===== config.mk =====
export PLATFORM = sky130hd
export DESIGN_NAME = gpio_team_select_flat
export DESIGN_NICKNAME = d
export VERILOG_FILES = /design/src/rtl/gpio_team_select_pkg.sv /design/src/rtl/gpio_team_select_if.sv /design/src/rtl/gpio_team_select_wb_ack_fsm.sv /design/src/rtl/gpio_team_select.sv /design/src/flat_wrapper.sv
export SDC_FILE = /design/constraint.sdc
export NUM_CORES = 1
export LEC_CHECK = 0
export BUFFER_PORTS_ARGS = -buffer_cell sky130_fd_sc_hd__buf_2
export CORE_ASPECT_RATIO = 0.75
export CORE_MARGIN = 1
export CORE_UTILIZATION = 45
export CTS_CLUSTER_DIAMETER = 40
export DETAILED_ROUTE_END_ITERATION = 10
export HOLD_SLACK_MARGIN = 0.08
export PLACE_DENSITY_LB_ADDON = 0.05
export SLEW_MARGIN = 25
export SYNTH_ARGS = -nofsm -noshare
export SYNTH_HDL_FRONTEND = slang
export SYNTH_SLANG_ARGS = --single-unit
export TNS_END_PERCENT = 20

===== constraint.sdc =====
create_clock -name clk -period 5.8 [get_ports clk]
set_clock_uncertainty 0.05 [all_clocks]
set_input_delay 0.29 -clock clk [delete_from_list [all_inputs] [get_ports clk]]
set_output_delay 0.29 -clock clk [all_outputs]
set_load 0.03 [all_outputs]

===== src/rtl/gpio_team_select_pkg.sv =====
// gpio_team_select_pkg: shared constants, FSM encoding and helpers for the
// GPIO team-select register bank. Shadow/commit logic is compiled in only
// when GPIO_TEAM_SELECT_COMMIT_EN is defined.
package gpio_team_select_pkg;

    // Default geometry: Caravel exposes 38 GPIO pins, teams are numbered 1..12.
    localparam int NUM_GPIO_DEF  = 38;
    localparam int NUM_TEAMS_DEF = 12;

    // Byte offsets inside the 0x3200 window (only adr[15:0] is decoded).
    localparam logic [15:0] SEL_BASE   = 16'h0000;
    localparam logic [15:0] COMMIT_OFS = 16'h0100;
    localparam logic [15:0] STATUS_OFS = 16'h0104;
    localparam logic [15:0] ID_OFS     = 16'h0108;

    // Constant returned by the ID register.
    localparam logic [31:0] ID_VALUE = 32'h6750_0001;

    // Wishbone acknowledge handshake states.
    typedef enum logic [0:0] {
        ACK_IDLE   = 1'b0,
        ACK_ACTIVE = 1'b1
    } ack_state_e;

    // A team number above the highest valid team is meaningless to the
    // output mux, so it collapses to 0 (pin unowned).
    function automatic logic [7:0] clamp_team(input logic [7:0] value,
                                              input logic [7:0] max_team);
        return (value > max_team) ? 8'h00 : value;
    endfunction

endpackage


===== src/rtl/gpio_team_select_if.sv =====
// gpio_team_select_if: Wishbone slave signals between the interconnect and
// the GPIO team-select register bank.
//
// Handshake: the master presents wbs_stb_i & wbs_cyc_i together with stable
// wbs_we_i/wbs_sel_i/wbs_adr_i/wbs_dat_i. An idle slave performs the access on
// the first clock edge that sees the request and raises wbs_ack_o for exactly
// the following cycle; wbs_dat_o is valid only while wbs_ack_o = 1. The slave
// ignores the request during the ack cycle, so a master that keeps the strobe
// high starts a fresh access one cycle after each ack (one access per two
// cycles at most). Dropping the strobe during the ack cycle is always safe.
interface gpio_team_select_if;

    logic        wbs_stb_i;
    logic        wbs_cyc_i;
    logic        wbs_we_i;
    logic [3:0]  wbs_sel_i;
    logic [31:0] wbs_adr_i;
    logic [31:0] wbs_dat_i;
    logic        wbs_ack_o;
    logic [31:0] wbs_dat_o;

    modport master (
        output wbs_stb_i, wbs_cyc_i, wbs_we_i, wbs_sel_i, wbs_adr_i, wbs_dat_i,
        input  wbs_ack_o, wbs_dat_o
    );

    modport slave (
        input  wbs_stb_i, wbs_cyc_i, wbs_we_i, wbs_sel_i, wbs_adr_i, wbs_dat_i,
        output wbs_ack_o, wbs_dat_o
    );

endinterface


===== src/rtl/gpio_team_select_wb_ack_fsm.sv =====
// wb_ack_fsm: two-state Wishbone acknowledge generator. Produces a one-cycle
// access-enable pulse when an idle slave sees a request, then a registered
// one-cycle ack. Shared by the GPIO-control and LA-control slaves.
module wb_ack_fsm
    import gpio_team_select_pkg::*;
(
    input  logic       clk,
    input  logic       nrst,
    input  logic       stb,
    input  logic       cyc,
    output logic       access_o,
    output logic       ack_o,
    output ack_state_e state_o
);

    localparam logic [0:0] ST_IDLE = ACK_IDLE;
    localparam logic [0:0] ST_ACK  = ACK_ACTIVE;

    logic [0:0] state;
    logic [0:0] state_next;

    // Next-state and access strobe: a request is only taken while idle, so
    // the ack cycle always separates two accesses.
    always_comb begin
        state_next = state;
        access_o   = 1'b0;
        case (state)
            ST_IDLE: begin
                if (stb && cyc) begin
                    access_o   = 1'b1;
                    state_next = ST_ACK;
                end
            end
            ST_ACK:  state_next = ST_IDLE;
            default: state_next = ST_IDLE;
        endcase
    end

    // State register with synchronous active-low reset.
    always_ff @(posedge clk) begin
        if (!nrst) begin
            state <= ST_IDLE;
        end else begin
            state <= state_next;
        end
    end

    // Ack decodes straight from the state flop, so it is glitch-free and
    // drops on the same edge that resets or leaves the ACK state.
    assign ack_o   = (state == ST_ACK);
    assign state_o = ack_state_e'(state);

endmodule


===== src/rtl/gpio_team_select.sv =====
// gpio_team_select: Wishbone register bank holding, per Caravel GPIO pin, the
// team number that drives the pin. With GPIO_TEAM_SELECT_COMMIT_EN defined,
// software edits a shadow copy and a COMMIT write copies it atomically into
// the active selection; without it, SEL writes land in the active selection
// directly and COMMIT/STATUS are inert.
module gpio_team_select
    import gpio_team_select_pkg::*;
#(
    parameter int NUM_TEAMS = NUM_TEAMS_DEF,
    parameter int NUM_GPIO  = NUM_GPIO_DEF
) (
    input  logic                  clk,
    input  logic                  nrst,
    gpio_team_select_if.slave     wb,
    output logic [NUM_GPIO*8-1:0] gpio_sel_o,
    output logic                  dirty_o
);

    // Four pins per SEL word; the read array is padded to a power of two so
    // every decoded word index addresses storage or a constant zero.
    localparam int NUM_SEL_WORDS = (NUM_GPIO + 3) / 4;
    localparam int IDX_W         = (NUM_SEL_WORDS > 1) ? $clog2(NUM_SEL_WORDS) : 1;
    localparam int PAD_BYTES     = 4 << IDX_W;

    localparam logic [7:0]  MAX_TEAM   = 8'(NUM_TEAMS);
    localparam logic [13:0] SEL_BASE_W = SEL_BASE[15:2];
    localparam logic [13:0] COMMIT_W   = COMMIT_OFS[15:2];
    localparam logic [13:0] STATUS_W   = STATUS_OFS[15:2];
    localparam logic [13:0] ID_W       = ID_OFS[15:2];

    logic                        access;
    logic                        ack;
    ack_state_e                  fsm_state_dbg;
    logic                        wr_en;
    logic [13:0]                 word_adr;
    logic [13:0]                 sel_off;
    logic                        sel_hit;
    logic [IDX_W-1:0]            sel_idx;
    logic [NUM_GPIO-1:0][7:0]    active_q;
    logic [PAD_BYTES-1:0][7:0]   rd_bytes;
    logic [31:0]                 rd_data;
    logic [31:0]                 dat_q;
    logic                        dirty;
    logic                        unused_ok;

    wb_ack_fsm u_ack_fsm (
        .clk      (clk),
        .nrst     (nrst),
        .stb      (wb.wbs_stb_i),
        .cyc      (wb.wbs_cyc_i),
        .access_o (access),
        .ack_o    (ack),
        .state_o  (fsm_state_dbg)
    );

    // Word decode; a word below SEL_BASE wraps to a large offset and misses.
    assign word_adr = wb.wbs_adr_i[15:2];
    assign sel_off  = word_adr - SEL_BASE_W;
    assign sel_hit  = (sel_off < 14'(NUM_SEL_WORDS));
    assign sel_idx  = sel_off[IDX_W-1:0];
    assign wr_en    = access && wb.wbs_we_i;

`ifdef GPIO_TEAM_SELECT_COMMIT_EN
    logic                     commit_wr;
    logic [NUM_GPIO-1:0][7:0] shadow_q;

    assign commit_wr = wr_en && (word_adr == COMMIT_W) &&
                       wb.wbs_sel_i[0] && wb.wbs_dat_i[0];
`endif

    // Per-pin storage: each pin owns one byte lane of one SEL word.
    for (genvar p = 0; p < NUM_GPIO; p++) begin : g_pin
        localparam int               LANE = p % 4;
        localparam logic [IDX_W-1:0] WORD = IDX_W'(p / 4);

        logic       pin_wr;
        logic [7:0] pin_wdata;
        logic [7:0] active_b;

        assign pin_wr    = wr_en && sel_hit && (sel_idx == WORD) && wb.wbs_sel_i[LANE];
        assign pin_wdata = clamp_team(wb.wbs_dat_i[8*LANE +: 8], MAX_TEAM);

`ifdef GPIO_TEAM_SELECT_COMMIT_EN
        logic [7:0] shadow_b;

        // Shadow byte: software's working copy, invisible to the pin mux.
        always_ff @(posedge clk) begin
            if (!nrst) begin
                shadow_b <= 8'h00;
            end else if (pin_wr) begin
                shadow_b <= pin_wdata;
            end
        end

        // Active byte: every pin loads on the same commit edge, so the mux
        // never sees a partially applied selection.
        always_ff @(posedge clk) begin
            if (!nrst) begin
                active_b <= 8'h00;
            end else if (commit_wr) begin
                active_b <= shadow_b;
            end
        end

        assign shadow_q[p] = shadow_b;
        assign rd_bytes[p] = shadow_b;
`else
        // Active byte written directly by SEL accesses.
        always_ff @(posedge clk) begin
            if (!nrst) begin
                active_b <= 8'h00;
            end else if (pin_wr) begin
                active_b <= pin_wdata;
            end
        end

        assign rd_bytes[p] = active_b;
`endif

        assign active_q[p] = active_b;
    end

    // Byte lanes beyond the last pin read as zero.
    for (genvar q = NUM_GPIO; q < PAD_BYTES; q++) begin : g_pad
        assign rd_bytes[q] = 8'h00;
    end

`ifdef GPIO_TEAM_SELECT_COMMIT_EN
    assign dirty = (shadow_q != active_q);
`else
    assign dirty = 1'b0;
`endif

    // Read mux; COMMIT and unmapped offsets fall through to zero.
    always_comb begin
        rd_data = 32'h0000_0000;
        if (sel_hit) begin
            rd_data = rd_bytes[{sel_idx, 2'b00} +: 4];
        end else if (word_adr == STATUS_W) begin
            rd_data = {31'd0, dirty};
        end else if (word_adr == ID_W) begin
            rd_data = ID_VALUE;
        end
    end

    // Read data is captured with the access and cleared on the edge that
    // ends the ack, so the bus sees zero outside the ack cycle.
    always_ff @(posedge clk) begin
        if (!nrst) begin
            dat_q <= 32'h0000_0000;
        end else if (access && !wb.wbs_we_i) begin
            dat_q <= rd_data;
        end else begin
            dat_q <= 32'h0000_0000;
        end
    end

    assign wb.wbs_ack_o = ack;
    assign wb.wbs_dat_o = dat_q;
    assign gpio_sel_o   = active_q;
    assign dirty_o      = dirty;

    // Undecoded address bits; the FSM state stays visible for checker binds.
    assign unused_ok = ^{wb.wbs_adr_i[31:16], wb.wbs_adr_i[1:0], fsm_state_dbg};

endmodule


===== src/flat_wrapper.sv =====
// flat-port wrapper written by rule: the top's interface ports become plain ports
module gpio_team_select_flat import gpio_team_select_pkg::*;
#(
    parameter int NUM_TEAMS = NUM_TEAMS_DEF,
    parameter int NUM_GPIO  = NUM_GPIO_DEF
)
  (clk, nrst, gpio_sel_o, dirty_o, wb_wbs_stb_i, wb_wbs_cyc_i, wb_wbs_we_i, wb_wbs_sel_i, wb_wbs_adr_i, wb_wbs_dat_i, wb_wbs_ack_o, wb_wbs_dat_o);
  gpio_team_select_if wb_i ();
  input  logic clk;
  input  logic nrst;
  output logic [NUM_GPIO*8-1:0] gpio_sel_o;
  output logic dirty_o;
  input wire logic [$bits(wb_i.wbs_stb_i)-1:0] wb_wbs_stb_i;
  input wire logic [$bits(wb_i.wbs_cyc_i)-1:0] wb_wbs_cyc_i;
  input wire logic [$bits(wb_i.wbs_we_i)-1:0] wb_wbs_we_i;
  input wire logic [$bits(wb_i.wbs_sel_i)-1:0] wb_wbs_sel_i;
  input wire logic [$bits(wb_i.wbs_adr_i)-1:0] wb_wbs_adr_i;
  input wire logic [$bits(wb_i.wbs_dat_i)-1:0] wb_wbs_dat_i;
  output wire logic [$bits(wb_i.wbs_ack_o)-1:0] wb_wbs_ack_o;
  output wire logic [$bits(wb_i.wbs_dat_o)-1:0] wb_wbs_dat_o;
  assign wb_i.wbs_stb_i = wb_wbs_stb_i;
  assign wb_i.wbs_cyc_i = wb_wbs_cyc_i;
  assign wb_i.wbs_we_i = wb_wbs_we_i;
  assign wb_i.wbs_sel_i = wb_wbs_sel_i;
  assign wb_i.wbs_adr_i = wb_wbs_adr_i;
  assign wb_i.wbs_dat_i = wb_wbs_dat_i;
  assign wb_wbs_ack_o = wb_i.wbs_ack_o;
  assign wb_wbs_dat_o = wb_i.wbs_dat_o;
  gpio_team_select #(.NUM_TEAMS(NUM_TEAMS), .NUM_GPIO(NUM_GPIO)) u_core (.clk(clk), .nrst(nrst), .wb(wb_i), .gpio_sel_o(gpio_sel_o), .dirty_o(dirty_o));
endmodule

## Word level (Yosys, flattened, before mapping)

Cells that the tools add are included.

- Reductions and logical operators: 55
- $lt $le $gt $ge: 5
- Equal/unequal tests: 11
- Bitwise logic cells: 1
- Shifts and indexed selects: 8
- Mux-type cells: 10

Operators by type and width:

| operator | number |
|---|---|
| $shiftx A64 B7 Y4 | 8 |
| $mux W32 | 2 |
| $logic_and A1 B1 Y1 | 52 |
| $gt A8 B4 Y1 const B | 4 |
| $mux W8 | 4 |
| $mux W31 | 1 |
| $eq A14 B7 Y1 const B | 2 |
| $eq A4 B3 Y1 const B | 4 |
| $lt A14 B4 Y1 const B | 1 |
| $eq A4 B2 Y1 const B | 2 |
| $eq A4 B4 Y1 const B | 2 |
| $eq A4 B1 Y1 const B | 1 |
| $logic_not A4 Y1 | 1 |
| $mux W1 | 2 |
| $pmux W1 S2 | 1 |
| $reduce_and A2 Y1 | 1 |
| $logic_not A1 Y1 | 1 |
| $not A1 Y1 | 1 |

- Register bits: 337
- Logic and storage cells: 130
- Output and inout bits: 338

## Depth between registers and ports, before layout

- Word-level depth: 7
- Gate-level depth with buffers: 8
- Gate-level depth less buffers: 4

## By module

A second synthesis with hierarchy kept.

- Cells, all modules: 1,202
- Area total of the unflattened synthesis: 13,260.2 um^2

Modules (own cells, without submodules):

| module | area each (um^2) | cells an instance | times used |
|---|---|---|---|
| gpio_team_select | 13,212.7 | 1,198 | 1 |
| wb_ack_fsm | 47.5 | 4 | 1 |

## Worst setup path before layout

No wires, ideal clock.

- Kind: reg2reg
- Start point: register u_core.u_ack_fsm.state (netlist: u_core.u_ack_fsm.ack_o)
- End point: register u_core.g_pin[36].active_b[4]
- Path slack: 3.719 ns
- Clock period less this slack: 2.081 ns
- Data arrival time: 1.915 ns
- Buffers on the path: 0
- Cell stages (with the launch flop): 5
- Required time: 5.634 ns
- Path through: dfxtp_1 nand4b_1 nor3b_1 nand4_1 and3_1

- Word-level cells in the longest chain between the ends: 5

Ends and longest elaborated chain:

| element | line | text |
|---|---|---|
| start, declared | gpio_team_select_wb_ack_fsm.sv:19 | `logic [0:0] state;` |
| start signal, assigned | gpio_team_select_wb_ack_fsm.sv:44 | `state <= state_next;` |
| $mux W1 | gpio_team_select_wb_ack_fsm.sv:27 | `case (state)` |
| $logic_and A1 B1 Y1 | gpio_team_select.sv:61 | `assign wr_en = access && wb.wbs_we_i;` |
| $logic_and A1 B1 Y1 (3 in a row) | gpio_team_select.sv:80 | `assign pin_wr = wr_en && sel_hit && (sel_idx == WORD) && wb.wbs_sel_i[LANE];` |
| end signal, assigned | gpio_team_select.sv:113 | `active_b <= pin_wdata;` |
| end, declared | gpio_team_select.sv:78 | `logic [7:0] active_b;` |

Every way passes these cells.
A chain may end at the register's enable or synchronous reset.

## Final worst setup path

- Start point: input wb_wbs_adr_i[5]
- End point: register u_core.g_pin[33].active_b[5]

- Word-level cells in the longest chain between the ends: 4

Ends and longest elaborated chain:

| element | line | text |
|---|---|---|
| start, declared | flat_wrapper.sv:17 | `input wire logic [$bits(wb_i.wbs_adr_i)-1:0] wb_wbs_adr_i;` |
| $lt A14 B4 Y1 | gpio_team_select.sv:59 | `assign sel_hit = (sel_off < 14'(NUM_SEL_WORDS));` |
| $logic_and A1 B1 Y1 | gpio_team_select.sv:80 |  |
| $logic_and A1 B1 Y1 (*) (2 in a row) | gpio_team_select.sv:80 |  |
| end signal, assigned | gpio_team_select.sv:113 |  |
| end, declared | gpio_team_select.sv:78 |  |

Mark *: on every way between the ends. The rest lies on a longest branch, timed or not.

==> reports/qor.yml <==
outcome:
  outcome: "completed"
synthesis:
  seq_area_frac_synth_pct: 50.57
  yosys_warnings: 0
  avgSynthCellArea_um2: 10.76
  syn-num-nets: 1313
  synth_edf_count: 0
  synth-seq-cells: 337
  synth_cell_types: 48
  syn_area_um2: 13340
  postSynthCellCount: 1240
  synth_ff_type: "dfxtp_1"
  synth_async_sr_flop_share_pct: 0
sta:
  finalCritPeriodShare_pct: 50.09
  final.min_clock_period_ns: 2.905
  fmax_mhz: 344.2
  tns_ns: 0
  slew-limit-headroom_pct: 22.75
  rsz0062_at_grt: "false"
  final-hold-violation-count: 0
  worst_pin_slew_ns: 1.156
  drv_slew: 0
  setup-violations-final: 0
floorplanning:
  die-area_um2: 30350
  die_w_um: 200.8
  start_util_pct: 45.81
  rows: 54
  die_height_um: 151.1
  core-area_um2: 29120
  pin_count: 411
clock_tree:
  cts_resized: 0
  clk_pin_slew_ns: 0.06
  cts_root_buf: "clkbuf_16"
  cts_max_path_buffers: 3
  cts_tree: "built"
  clock_latency_ns: 0.53
  cts_buffers: 41
  cts_max_level: 2
  numClockSinks: 337
setup_path:
  setup.worst_path.start_class: "input pin"
  cp-end-kind: "register"
  crit_fanout: 34
  path_class: "input pin to register"
  required_ns: 6.17
  cp.arrival_ns: 3.28
global_routing:
  grt_max_degree: 103
  antenna_found_initial: 4
  grt_use_total_pct: 29.27
  grt_pass1_vias: 10420
  overflow: 0
  grt_pass1_wl_um: 66850
placement:
  gp_congestion: 0.8096
  place_area_um2: 15570
  hpwlAfterDp_um: 31870
  dp.cells: 1950
  portBuffers: 391
route:
  drt-initial-drc-count: 715
  viasPerCell: 5.560
  drt-total-wl_um: 46300
  wl_per_cell_um: 22.82
  dr.pass1.iters: 5
  antenna_left: 0
  num_vias: 11280
  route.detailed.drc: 0
power:
  powerDensity_nw_per_um2: 296.3
  p_leak_nw: 8.680
  peakVddDrop_uv: 209.5
final_layout:
  nets: 1677
  final_cell_count_no_fill: 2029
  final_area_um2: 16970
  area_delta_synth_final_pct: 27.17
  final_core_util_pct: 58.26
  drive_gt1_share_pct: 34.82
run:
  drv_cap: 0
hold_path:
  hold_class: "input pin to register"
## worst max-delay path, stage by stage
cell and delay, ns:
buf_2 0.50, buf_4 0.33, nor4b_4 0.63, nor4b_2 0.92, a31oi_1 0.31, and2_1 0.24
## through the flow
step                      hold WS [ns]  setup WS, ns  power (W)
after floorplan                 0.4526         3.719   0.002475
after global placement          0.4063         2.413   0.002534
after detailed placement        0.4115         2.349   0.002535
after CTS                       0.1746         2.899   0.005048
after global routing            0.2018         2.599   0.005174
final                           0.2043         2.895   0.005027
## cells in the mapped netlist (2+ instances only)
cell / n / area [um2]
a221oi_1: 9 / 78.83
nand4_1: 4 / 25.02
nand3b_1: 4 / 30.03
a31oi_1: 21 / 131.4
and4b_1: 2 / 20.02
nand3_2: 16 / 160.2
nor4_1: 2 / 12.51
nand3_1: 17 / 85.08
buf_2: 14 / 70.07
buf_4: 2 / 15.01
buf_1: 7 / 26.28
mux2i_1: 164 / 1642
clkbuf_1: 59 / 221.5
nor3b_1: 5 / 37.54
and2_1: 17 / 106.4
or4bb_1: 2 / 22.52
or2_2: 2 / 12.51
nor2_1: 25 / 93.84
o211ai_1: 22 / 165.2
a21oi_1: 11 / 55.05
a22oi_1: 22 / 165.2
nand4b_1: 2 / 17.52
nor4_2: 4 / 50.05
or3b_2: 2 / 17.52
nor3_1: 2 / 10.01
mux2_2: 20 / 225.2
nand2_1: 172 / 645.6
or4_1: 5 / 37.54
nor2b_1: 19 / 118.9
nor4b_1: 2 / 17.52
o21ai_0: 42 / 210.2
mux4_2: 45 / 1013
nor4b_2: 2 / 30.03
and3_1: 136 / 850.8
dfxtp_1: 337 / 6746
nand2b_1: 11 / 68.82
## cell usage in the layout (no fill, tap or decap), types with 3 or more instances in the layout
| cell | netlist | layout |
|---|---|---|
| buf_2 | 14 | 388 |
| dfxtp_1 | 337 | 337 |
| nand2_1 | 172 | 172 |
| mux2i_1 | 164 | 164 |
| and3_1 | 136 | 136 |
| mux4_2 | 45 | 45 |
| o21ai_0 | 42 | 42 |
| clkbuf_16 | 0 | 41 |
| nor2_1 | 25 | 25 |
| a22oi_1 | 22 | 22 |
| o211ai_1 | 22 | 22 |
| a31oi_1 | 21 | 21 |
| mux2_2 | 20 | 20 |
| nor2b_1 | 19 | 19 |
| nand3_1 | 17 | 17 |
| and2_1 | 17 | 17 |
| nand3_2 | 16 | 16 |
| nand2b_1 | 11 | 11 |
| a21oi_1 | 11 | 11 |
| buf_4 | 2 | 10 |
| a221oi_1 | 9 | 9 |
| clkbuf_8 | 0 | 9 |
| clkinv_2 | 0 | 6 |
| clkinvlp_4 | 0 | 6 |
| or4_1 | 5 | 5 |
| nor3b_1 | 5 | 4 |
| nor4_2 | 4 | 4 |
| nand4_1 | 4 | 4 |
| nand3b_1 | 4 | 4 |
| diode_2 | 0 | 3 |
| clkbuf_1 | 59 | 3 |
| buf_6 | 0 | 3 |
## kinds of logic (layout without fill, tap and decap cells)
| logic type | count (synthesis) | in the layout | share of synthesized area [%] |
|---|---|---|---|
| compound gates | 131 | 131 | 6.312 |
| flops | 337 | 337 | 50.57 |
| buf+inv | 84 | 478 | 2.551 |
| other cells | 1 | 4 | 0.02811 |
| mux | 229 | 229 | 21.59 |
| simple gates | 458 | 458 | 18.95 |
## registers in the layout, indices dropped and copies added (netlist names)
signal,flops
u_core.g_pin.active_b,304
u_core.wb.wbs_dat_o,32
u_core.u_ack_fsm.ack_o,1
## routing by layer
layer	track usage, %	vias up	routed length (um)
li1	-	5232	-
met4	7.824	2	806
met5	0	-	13
met3	6.971	57	3605
met1	41.38	5544	20940
met2	44.76	446	20940
## where the power goes
part | internal (W) | switching, W
Combinational | 0.0000511 | 0.000120
Clock | 0.00152 | 0.00103
Sequential | 0.00231 | 0.000000217
Total | 0.00388 | 0.00115
## path summary, 6_finish.rpt
path         slack, ns                                        end                                     start  depth (start not counted)
min               0.20  u_core.g_pin[34].active_b[3]$_SDFFE_PN0P_                           wb_wbs_sel_i[2]                          4
max reg2reg       3.09  u_core.g_pin[16].active_b[5]$_SDFFE_PN0P_         u_core.u_ack_fsm.ack_o$_SDFF_PN0_                          5
min reg2reg       0.42   u_core.g_pin[6].active_b[3]$_SDFFE_PN0P_  u_core.g_pin[6].active_b[3]$_SDFFE_PN0P_                          2
max               2.89  u_core.g_pin[33].active_b[5]$_SDFFE_PN0P_                           wb_wbs_adr_i[5]                          6
## repair_timing
action / 4_1_cts / 5_1_grt
hold buffers: 2 / 0
hold endpoints to repair: 1 / 0
setup buffers: 0 / 0
## final cells by class
| class | instances | area (um2) |
|---|---|---|
| diodes | 3 | 7.507 |
| clock buffers | 53 | 1161 |
| clock inverters | 20 | 192.7 |
| fillers | 2608 | 12160 |
| inverters | 2 | 7.507 |
| multi-input cells | 819 | 6289 |
| flip-flops and latches | 337 | 6746 |
| well taps | 392 | 490.5 |
| repair buffers | 403 | 2071 |
(Power assumes the default switching activity.)
